## config.mk

```make
export PLATFORM = sky130hd
export DESIGN_NAME = wash_controller_flat
export DESIGN_NICKNAME = d
export VERILOG_FILES = /design/src/rtl/wash_controller_if.sv /design/src/rtl/wash_controller.sv /design/src/flat_wrapper.sv
export SDC_FILE = /design/constraint.sdc
export NUM_CORES = 1
export LEC_CHECK = 0
export ABC_AREA = 1
export ABC_CLOCK_PERIOD_IN_PS = 1900
export BUFFER_PORTS_ARGS = -buffer_cell sky130_fd_sc_hd__buf_2
export CORE_UTILIZATION = 54
export CTS_CLUSTER_SIZE = 28
export DETAILED_ROUTE_END_ITERATION = 7
export PLACE_DENSITY = 0.84
export REMOVE_ABC_BUFFERS = 1
export SYNTH_ARGS = -nofsm -noshare
export SYNTH_HDL_FRONTEND = slang
export SYNTH_SLANG_ARGS = --single-unit
```

## constraint.sdc

```tcl
create_clock -name clock -period 1.9 [get_ports clock]
set_clock_uncertainty 0.15 [all_clocks]
set_input_delay 0.475 -clock clock [delete_from_list [all_inputs] [get_ports clock]]
set_output_delay 0.475 -clock clock [all_outputs]
set_load 0.005 [all_outputs]
```

## src/rtl/wash_controller_if.sv

```systemverilog
// rtl/wash_controller_if.sv - command, sensor, state and actuator signals of the wash controller
interface wash_controller_if;
  logic       start;
  logic       cancel;
  logic       door_Closed;
  logic       sig_Full;
  logic       sig_Temperature;
  logic       sig_Completed;
  logic [2:0] state;
  logic       door_Lock;
  logic       water_Valve;
  logic       heater_On;
  logic       motor_On;
  logic       drain_On;
  logic       done;
  logic       fault;

  modport master (
    input  start, cancel, door_Closed, sig_Full, sig_Temperature, sig_Completed,
    output state, door_Lock, water_Valve, heater_On, motor_On, drain_On, done, fault
  );

  modport slave (
    output start, cancel, door_Closed, sig_Full, sig_Temperature, sig_Completed,
    input  state, door_Lock, water_Valve, heater_On, motor_On, drain_On, done, fault
  );
endinterface

```

## src/rtl/wash_controller.sv

```systemverilog
// rtl/wash_controller.sv - washing machine sequencer with dwell watchdog; WASH_EXTRA_RINSE_EN adds a second rinse pass
module wash_controller #(
  parameter int WDOG_CYCLES = 64
) (
  input  logic              clock,
  input  logic              reset,
  wash_controller_if.master bus
);

  typedef enum logic [2:0] {
    IDLE        = 3'd0,
    LOCK        = 3'd1,
    FILL_WATER  = 3'd2,
    HEAT_WATER  = 3'd3,
    WASH        = 3'd4,
    RINSE       = 3'd5,
    SPIN        = 3'd6,
    DONE        = 3'd7
  } state_t;

  localparam logic [7:0] WDOG_LAST = 8'(WDOG_CYCLES - 1);

  state_t     state_q;
  state_t     state_d;
  logic [7:0] dwell_q;
  logic [7:0] dwell_d;
  logic       fault_q;
  logic       fault_d;
  logic       active;
  logic       timeout;
  logic       door_lock_q;
  logic       water_valve_q;
  logic       heater_on_q;
  logic       motor_on_q;
  logic       drain_on_q;
  logic       done_q;
`ifdef WASH_EXTRA_RINSE_EN
  logic       rinse_q;
  logic       rinse_d;
`endif

  assign active  = (state_q >= FILL_WATER) && (state_q <= SPIN);
  assign timeout = active && (dwell_q == WDOG_LAST);

  always_comb begin
    state_d = state_q;
    fault_d = fault_q;
`ifdef WASH_EXTRA_RINSE_EN
    rinse_d = rinse_q;
`endif
    case (state_q)
      IDLE: begin
        if (bus.start && bus.door_Closed) begin
          state_d = LOCK;
          fault_d = 1'b0;
        end
      end
      LOCK: begin
        if (bus.cancel || !bus.door_Closed) state_d = IDLE;
        else                                state_d = FILL_WATER;
      end
      FILL_WATER: begin
`ifdef WASH_EXTRA_RINSE_EN
        if (bus.sig_Full) state_d = rinse_q ? RINSE : HEAT_WATER;
`else
        if (bus.sig_Full) state_d = HEAT_WATER;
`endif
      end
      HEAT_WATER: if (bus.sig_Temperature) state_d = WASH;
      WASH:       if (bus.sig_Completed)   state_d = RINSE;
      RINSE: begin
`ifdef WASH_EXTRA_RINSE_EN
        if (bus.sig_Completed) begin
          state_d = rinse_q ? SPIN : FILL_WATER;
          rinse_d = !rinse_q;
        end
`else
        if (bus.sig_Completed) state_d = SPIN;
`endif
      end
      SPIN:       if (bus.sig_Completed)   state_d = DONE;
      DONE:       if (!bus.start)          state_d = IDLE;
      default:    state_d = IDLE;
    endcase

    // Priority: watchdog over cancel over the state's own event.
    if (active && state_q != SPIN && bus.cancel) state_d = SPIN;
    if (timeout) begin
      state_d = (state_q == SPIN) ? IDLE : SPIN;
      fault_d = 1'b1;
    end
`ifdef WASH_EXTRA_RINSE_EN
    if (state_d == SPIN || state_d == IDLE) rinse_d = 1'b0;
`endif

    if (state_d != state_q || !active) dwell_d = 8'd0;
    else if (dwell_q != 8'hFF)         dwell_d = dwell_q + 8'd1;
    else                               dwell_d = dwell_q;
  end

  // Outputs are decoded from the next state so they change on the same edge as state.
  always_ff @(posedge clock or posedge reset) begin
    if (reset) begin
      state_q       <= IDLE;
      dwell_q       <= 8'd0;
      fault_q       <= 1'b0;
      door_lock_q   <= 1'b0;
      water_valve_q <= 1'b0;
      heater_on_q   <= 1'b0;
      motor_on_q    <= 1'b0;
      drain_on_q    <= 1'b0;
      done_q        <= 1'b0;
`ifdef WASH_EXTRA_RINSE_EN
      rinse_q       <= 1'b0;
`endif
    end else begin
      state_q       <= state_d;
      dwell_q       <= dwell_d;
      fault_q       <= fault_d;
      door_lock_q   <= (state_d != IDLE) && (state_d != DONE);
      water_valve_q <= (state_d == FILL_WATER);
      heater_on_q   <= (state_d == HEAT_WATER);
      motor_on_q    <= (state_d == WASH) || (state_d == RINSE) || (state_d == SPIN);
      drain_on_q    <= (state_d == SPIN);
      done_q        <= (state_d == DONE);
`ifdef WASH_EXTRA_RINSE_EN
      rinse_q       <= rinse_d;
`endif
    end
  end

  assign bus.state       = state_q;
  assign bus.door_Lock   = door_lock_q;
  assign bus.water_Valve = water_valve_q;
  assign bus.heater_On   = heater_on_q;
  assign bus.motor_On    = motor_on_q;
  assign bus.drain_On    = drain_on_q;
  assign bus.done        = done_q;
  assign bus.fault       = fault_q;

endmodule

```

## src/flat_wrapper.sv

```systemverilog
// flat-port wrapper written by rule: the top's interface ports become plain ports
module wash_controller_flat 
#(
  parameter int WDOG_CYCLES = 64
)
  (clock, reset, bus_start, bus_cancel, bus_door_Closed, bus_sig_Full, bus_sig_Temperature, bus_sig_Completed, bus_state, bus_door_Lock, bus_water_Valve, bus_heater_On, bus_motor_On, bus_drain_On, bus_done, bus_fault);
  wash_controller_if bus_i ();
  input  logic clock;
  input  logic reset;
  input wire logic [$bits(bus_i.start)-1:0] bus_start;
  input wire logic [$bits(bus_i.cancel)-1:0] bus_cancel;
  input wire logic [$bits(bus_i.door_Closed)-1:0] bus_door_Closed;
  input wire logic [$bits(bus_i.sig_Full)-1:0] bus_sig_Full;
  input wire logic [$bits(bus_i.sig_Temperature)-1:0] bus_sig_Temperature;
  input wire logic [$bits(bus_i.sig_Completed)-1:0] bus_sig_Completed;
  output wire logic [$bits(bus_i.state)-1:0] bus_state;
  output wire logic [$bits(bus_i.door_Lock)-1:0] bus_door_Lock;
  output wire logic [$bits(bus_i.water_Valve)-1:0] bus_water_Valve;
  output wire logic [$bits(bus_i.heater_On)-1:0] bus_heater_On;
  output wire logic [$bits(bus_i.motor_On)-1:0] bus_motor_On;
  output wire logic [$bits(bus_i.drain_On)-1:0] bus_drain_On;
  output wire logic [$bits(bus_i.done)-1:0] bus_done;
  output wire logic [$bits(bus_i.fault)-1:0] bus_fault;
  assign bus_i.start = bus_start;
  assign bus_i.cancel = bus_cancel;
  assign bus_i.door_Closed = bus_door_Closed;
  assign bus_i.sig_Full = bus_sig_Full;
  assign bus_i.sig_Temperature = bus_sig_Temperature;
  assign bus_i.sig_Completed = bus_sig_Completed;
  assign bus_state = bus_i.state;
  assign bus_door_Lock = bus_i.door_Lock;
  assign bus_water_Valve = bus_i.water_Valve;
  assign bus_heater_On = bus_i.heater_On;
  assign bus_motor_On = bus_i.motor_On;
  assign bus_drain_On = bus_i.drain_On;
  assign bus_done = bus_i.done;
  assign bus_fault = bus_i.fault;
  wash_controller #(.WDOG_CYCLES(WDOG_CYCLES)) u_core (.clock(clock), .reset(reset), .bus(bus_i));
endmodule
```

* Word-level counts from Yosys, hierarchy flattened
Index checks and enable logic that the tools add are counted.
Word-level totals: bits in registers 18, output and inout bits 10, word-level logic and storage cells 65
Cells by class: $add $sub $neg 1, $lt $le $gt $ge 2, equality and inequality tests 18, mux-type cells 17, reductions and logical operators 18
Operators with widths (count):
- 2-to-1 mux 3 bit | 10
- == test 3 bit, second input constant | 8
- case mux 3 bit (8 select lines) | 1
- 2-to-1 mux 8 bit | 2
- == test 3 x 2 -> 1 bit, second input constant | 4
- adder 8 x 1 -> 8 bit, second input constant | 1
- == test 8 x 6 -> 1 bit, second input constant | 1
- != test 8 bit, second input constant | 1
- logical AND 1 bit | 6
- != test 3 bit, second input constant | 2
- nonzero test 2 bit | 3
- logical OR 1 bit | 4
- == test 3 x 1 -> 1 bit, second input constant | 1
- greater-or-equal comparator 3 x 2 -> 1 bit, second input constant | 1
- less-or-equal comparator 3 bit, second input constant | 1
- zero test 3 bit | 1
- 2-to-1 mux 1 bit | 3
- != test 3 bit | 1
- nonzero test 3 bit | 1
- zero test 1 bit | 2
- 2-to-1 mux 2 bit | 1
- AND reduction 2 bit | 1

* Longest topological paths before layout
depth in word-level cells 9, depth in mapped cells 14, depth with buffers taken out 13

* Worst setup path after synthesis
Ideal clock, no wire load.
kind reg-to-reg, from register u_core.dwell_q[0], to register u_core.dwell_q[0], library setup time 70 ps, data arrival time 1499 ps, required time 1680 ps, slack 182 ps, stages on the path, launching flop included 11, path buffers 0, clock period less this slack 1718 ps, path through dfrtp_1 ha_1 nand3_2 nor2_4 nand2_2 or2_1 nand3_2 nand2_2 nor2_4 nand2_4 nor2_2
Between the ends: longest elaborated chain between the ends 6
Ends and longest elaborated chain:
- start: declaration | line wash_controller.sv:25 | logic [7:0] dwell_q;
- start signal: assignment | line wash_controller.sv:118 | dwell_q <= dwell_d;
- branches (longest 6 deep; another with adder 8 x 1 -> 8 bit)
Several ways; the timed one is not identified. The select of a mux whose other input is x is not followed. A chain may end at the register's enable or synchronous reset.

* Final worst setup path
from register u_core.dwell_q[1], to register u_core.dwell_q[7]
Same word-level chain as after synthesis.

==> results <==
- The register with the most flip-flops in the layout has 8 of them.
- The number of diodes is 0.
- The number of cells on the worst reg-to-reg path is 10.
- For the worst-skew pair, the clock arrives at the later sink with an insertion delay of 290 ps.
- Counting along the longest clock path gives a buffer depth of 2.
- The number of global-route vias before repair is 977.
- The worst setup path is of the flip-flop to flip-flop kind.
- The share of the yosys chip area belonging to registers is 0.409.
- Clock-pin slew was measured on the worst setup and hold paths at 100 ps.
- In this run, the number of DRC markers left after iteration 0 of detailed routing was 35.
- The clock sink count is 18.
- The kind of launch point of the worst setup path is a flip-flop.
- The total area inside the core boundary comes to 1820 um^2.
- Detailed routing placed a total of 1400 um of wire on met2.
- Synthesis produced 144 cells.
- The path category of the worst min-delay check is primary input to async pin.
- The initial antenna violation count is 0.
- The detailed router placed 1,036 vias in this run.
- The post-synthesis instance area is 1100 um^2.
- The wire length per cell after detailed routing is 13.9 um.
- For this design the top-level I/O count stands at 18.
- The number of distinct standard cells referenced by the synthesized netlist is 25.
- Based on the critical path, the design can be clocked at up to 0.530 GHz.
- The clock tree from TritonCTS is built.
- Buffers inserted during clock tree synthesis total 3.
- The top routing layer in use is met4.
- Entering global routing, the biggest net connects 19 pins.
- The wire length on met3 is 150 um.
- The setup total negative slack is 0 ps.
- The Yosys step of the flow raised 0 warnings.
- The flow ran to the end, and the final reports show no timing, DRC or antenna violations.
- The data arrival time of the critical path is 1970 ps.
- From left edge to right edge, the die measures 47.2 um.
- The floorplan row count is 15.
- The clock tree root driver cell is sky130_fd_sc_hd__clkbuf_4.
- The average instance area after synthesis is 7.65 um^2.
- Measured against its own limit, the worst slew margin works out to 0.561.
- Routability-driven placement finished with a final weighted congestion of 0.830.
- The final design utilization is 0.727.
- The DRC violations left is 0.
- The worst-case IR drop observed on VDD is 1.12 mV.
- u_core.dwell_q holds more flip-flops than any other register.
- The slew of the pin with the lowest slew margin is 657 ps.
- The static leakage power is 0.669 nW.
- The final cycle utilization of the critical path is 0.994.
- Input and output buffers added on the ports amount to 17.
- For this design the ratio of total power to cell area is 1470 nW/um^2.
- For this run, the detailed router's first-pass iteration total came to 4.
- For the worst setup path, the data required time is 1980 ps.
- The max-cap check violation count is 0.
- The initial utilization of the core area, before any placement, comes to 0.605.
- Of all nets on the critical path, the largest fanout is 8.
- The floorplan step defined a die boundary enclosing 2220 um^2.
- The final layout contains 180 nets.
- The number of hold violations in the final report is 0.
- The detailed placement HPWL is 1850 um.
- The number of storage elements in the synthesis netlist is 18.
- Of the cells placed in the final design, the portion with a size suffix greater than 1 is 0.376.
- The max-slew violation total from the final report is 0.
- The H-tree depth is 1.
- The antenna violation net count after detailed routing is 0.
- The design draws 0.00195 W.
- The total global routing track utilization is 0.271.
- Relative to the synthesized area, the layout overhead comes to 20.2%.
- Dividing the detail-routed via count by the number of cells gives 5.31.
- The vertical extent of the die is 47.2 um.
- The final number of setup-violating endpoints is 0.
- The met1 routed wirelength after detailed routing is 1060 um.
- The wire length of the first global-routing pass is 4110 um.
- The wire length reported by the detailed router is 2720 um.
- The filler cell count is 134.
- The residual overflow from global routing is 0.
- Setup repair after global routing could not meet its margin everywhere.
- For the finished layout, the period the worst path requires is 1890 ps.
- The worst setup path is captured at a flip-flop.
==> final cells by class <==
cell class	count	area [um^2]	share of cell area
well taps	25	31.3	0.0236
inverters	23	88.8	0.0671
repair buffers	24	135	0.102
flip-flops and latches	18	454	0.343
multi-input cells	101	578	0.437
clock buffers	4	36.3	0.0274
==> stage by stage <==
step	std cells	hold WS [ps]	instance area (um^2)	setup slack, ps
floorplan	142	264	1080	177
global placement	186	323	1210	96.8
detailed placement	186	324	1210	-10.3
CTS	191	123	1260	17.8
global route	195	161	1320	-62.4
finish	195	105	1320	11.4
==> routing by layer <==
layer,vias up,GRT usage
met1,481,0.306
met2,47,0.486
met5,-,0
met4,0,0.131
li1,495,-
met3,13,0.0538
==> power by group <==
part / internal, W / switching [W]
Sequential: 0.000497 / 0.0000928
Clock: 0.000117 / 0.000115
Combinational: 0.000407 / 0.000723
Total: 0.00102 / 0.000930
==> worst paths after layout <==
check / from / to / slack, ps
worst max-delay path: u_core.dwell_q[1]$_DFFE_PP0P_ / u_core.dwell_q[7]$_DFFE_PP0P_ / 10
worst min-delay path: reset / u_core.dwell_q[4]$_DFFE_PP0P_ / 100
worst max register to register: u_core.dwell_q[1]$_DFFE_PP0P_ / u_core.dwell_q[7]$_DFFE_PP0P_ / 10
worst min register to register: u_core.bus.fault$_DFFE_PP0P_ / u_core.bus.fault$_DFFE_PP0P_ / 340
max in group asynchronous: reset / u_core.bus.state[1]$_DFF_PP0_ / 1030
min in group clock: u_core.bus.fault$_DFFE_PP0P_ / u_core.bus.fault$_DFFE_PP0P_ / 340
==> what timing repair did <==
item / CTS / global route
setup endpoints to repair: 5 / 8
setup buffers: 1 / 4
hold buffers: 0 / 0
gates resized for setup: 2 / 8
pin swaps: 1 / 1
==> cell families (layout without fill, tap and decap cells) <==
| group | after synthesis | in the layout | share of synthesized area |
|---|---|---|---|
| compound gates | 13 | 13 | 0.0807 |
| simple gates | 85 | 85 | 0.388 |
| xor+xnor | 2 | 2 | 0.0159 |
| fa+ha+maj | 1 | 1 | 0.0114 |
| buf+inv | 25 | 51 | 0.0955 |
| flops | 18 | 18 | 0.409 |
==> cell usage in the layout (no fill, tap or decap), types with 5 or more instances in the layout <==
cell type                 instances
sky130_fd_sc_hd__nand2_1         36
sky130_fd_sc_hd__inv_1           19
sky130_fd_sc_hd__buf_2           17
sky130_fd_sc_hd__dfrtp_1         15
sky130_fd_sc_hd__nor2_1          14
sky130_fd_sc_hd__nor2_2          10
sky130_fd_sc_hd__o21ai_0          7
sky130_fd_sc_hd__nand2_2          6
sky130_fd_sc_hd__buf_4            6
sky130_fd_sc_hd__nand3_1          5
==> cells in the mapped netlist <==
library cell               instances  area (um^2)
sky130_fd_sc_hd__nand4_1           3         18.8
sky130_fd_sc_hd__nor2_4            3         33.8
sky130_fd_sc_hd__ha_1              1         12.5
sky130_fd_sc_hd__a21oi_2           1         8.76
sky130_fd_sc_hd__nand2_2           5         31.3
sky130_fd_sc_hd__nor2_2           10         62.6
sky130_fd_sc_hd__dfrtp_1          18          450
sky130_fd_sc_hd__inv_1            19         71.3
sky130_fd_sc_hd__nand3_2           3         30.0
sky130_fd_sc_hd__o21bai_4          1         18.8
sky130_fd_sc_hd__buf_6             1         11.3
sky130_fd_sc_hd__o21ai_0           7         35.0
sky130_fd_sc_hd__o21ai_1           2         10.0
sky130_fd_sc_hd__o21ai_2           1         8.76
sky130_fd_sc_hd__xnor2_1           2         17.5
sky130_fd_sc_hd__nand2_1          37          139
sky130_fd_sc_hd__nand3_1           6         30.0
sky130_fd_sc_hd__nand2_4           1         11.3
sky130_fd_sc_hd__nor3_1            1         5.00
sky130_fd_sc_hd__inv_2             4         15.0
sky130_fd_sc_hd__buf_4             1         7.51
sky130_fd_sc_hd__nor4_1            1         6.26
sky130_fd_sc_hd__or2_1             1         6.26
sky130_fd_sc_hd__nor2_1           14         52.6
sky130_fd_sc_hd__o21a_1            1         7.51
==> critical path, cell delays in order (launching register included) <==
cell	delay [ps]
sky130_fd_sc_hd__dfrtp_1	430
sky130_fd_sc_hd__ha_4	180
sky130_fd_sc_hd__nand3_4	90
sky130_fd_sc_hd__nor2_4	160
sky130_fd_sc_hd__nand2_2	100
sky130_fd_sc_hd__or2_1	230
sky130_fd_sc_hd__nand3_2	70
sky130_fd_sc_hd__nand2_2	60
sky130_fd_sc_hd__nor2_4	110
sky130_fd_sc_hd__nand2_4	110
sky130_fd_sc_hd__nor2_2	130
No activity file was read; power rests on OpenSTA's default activity.
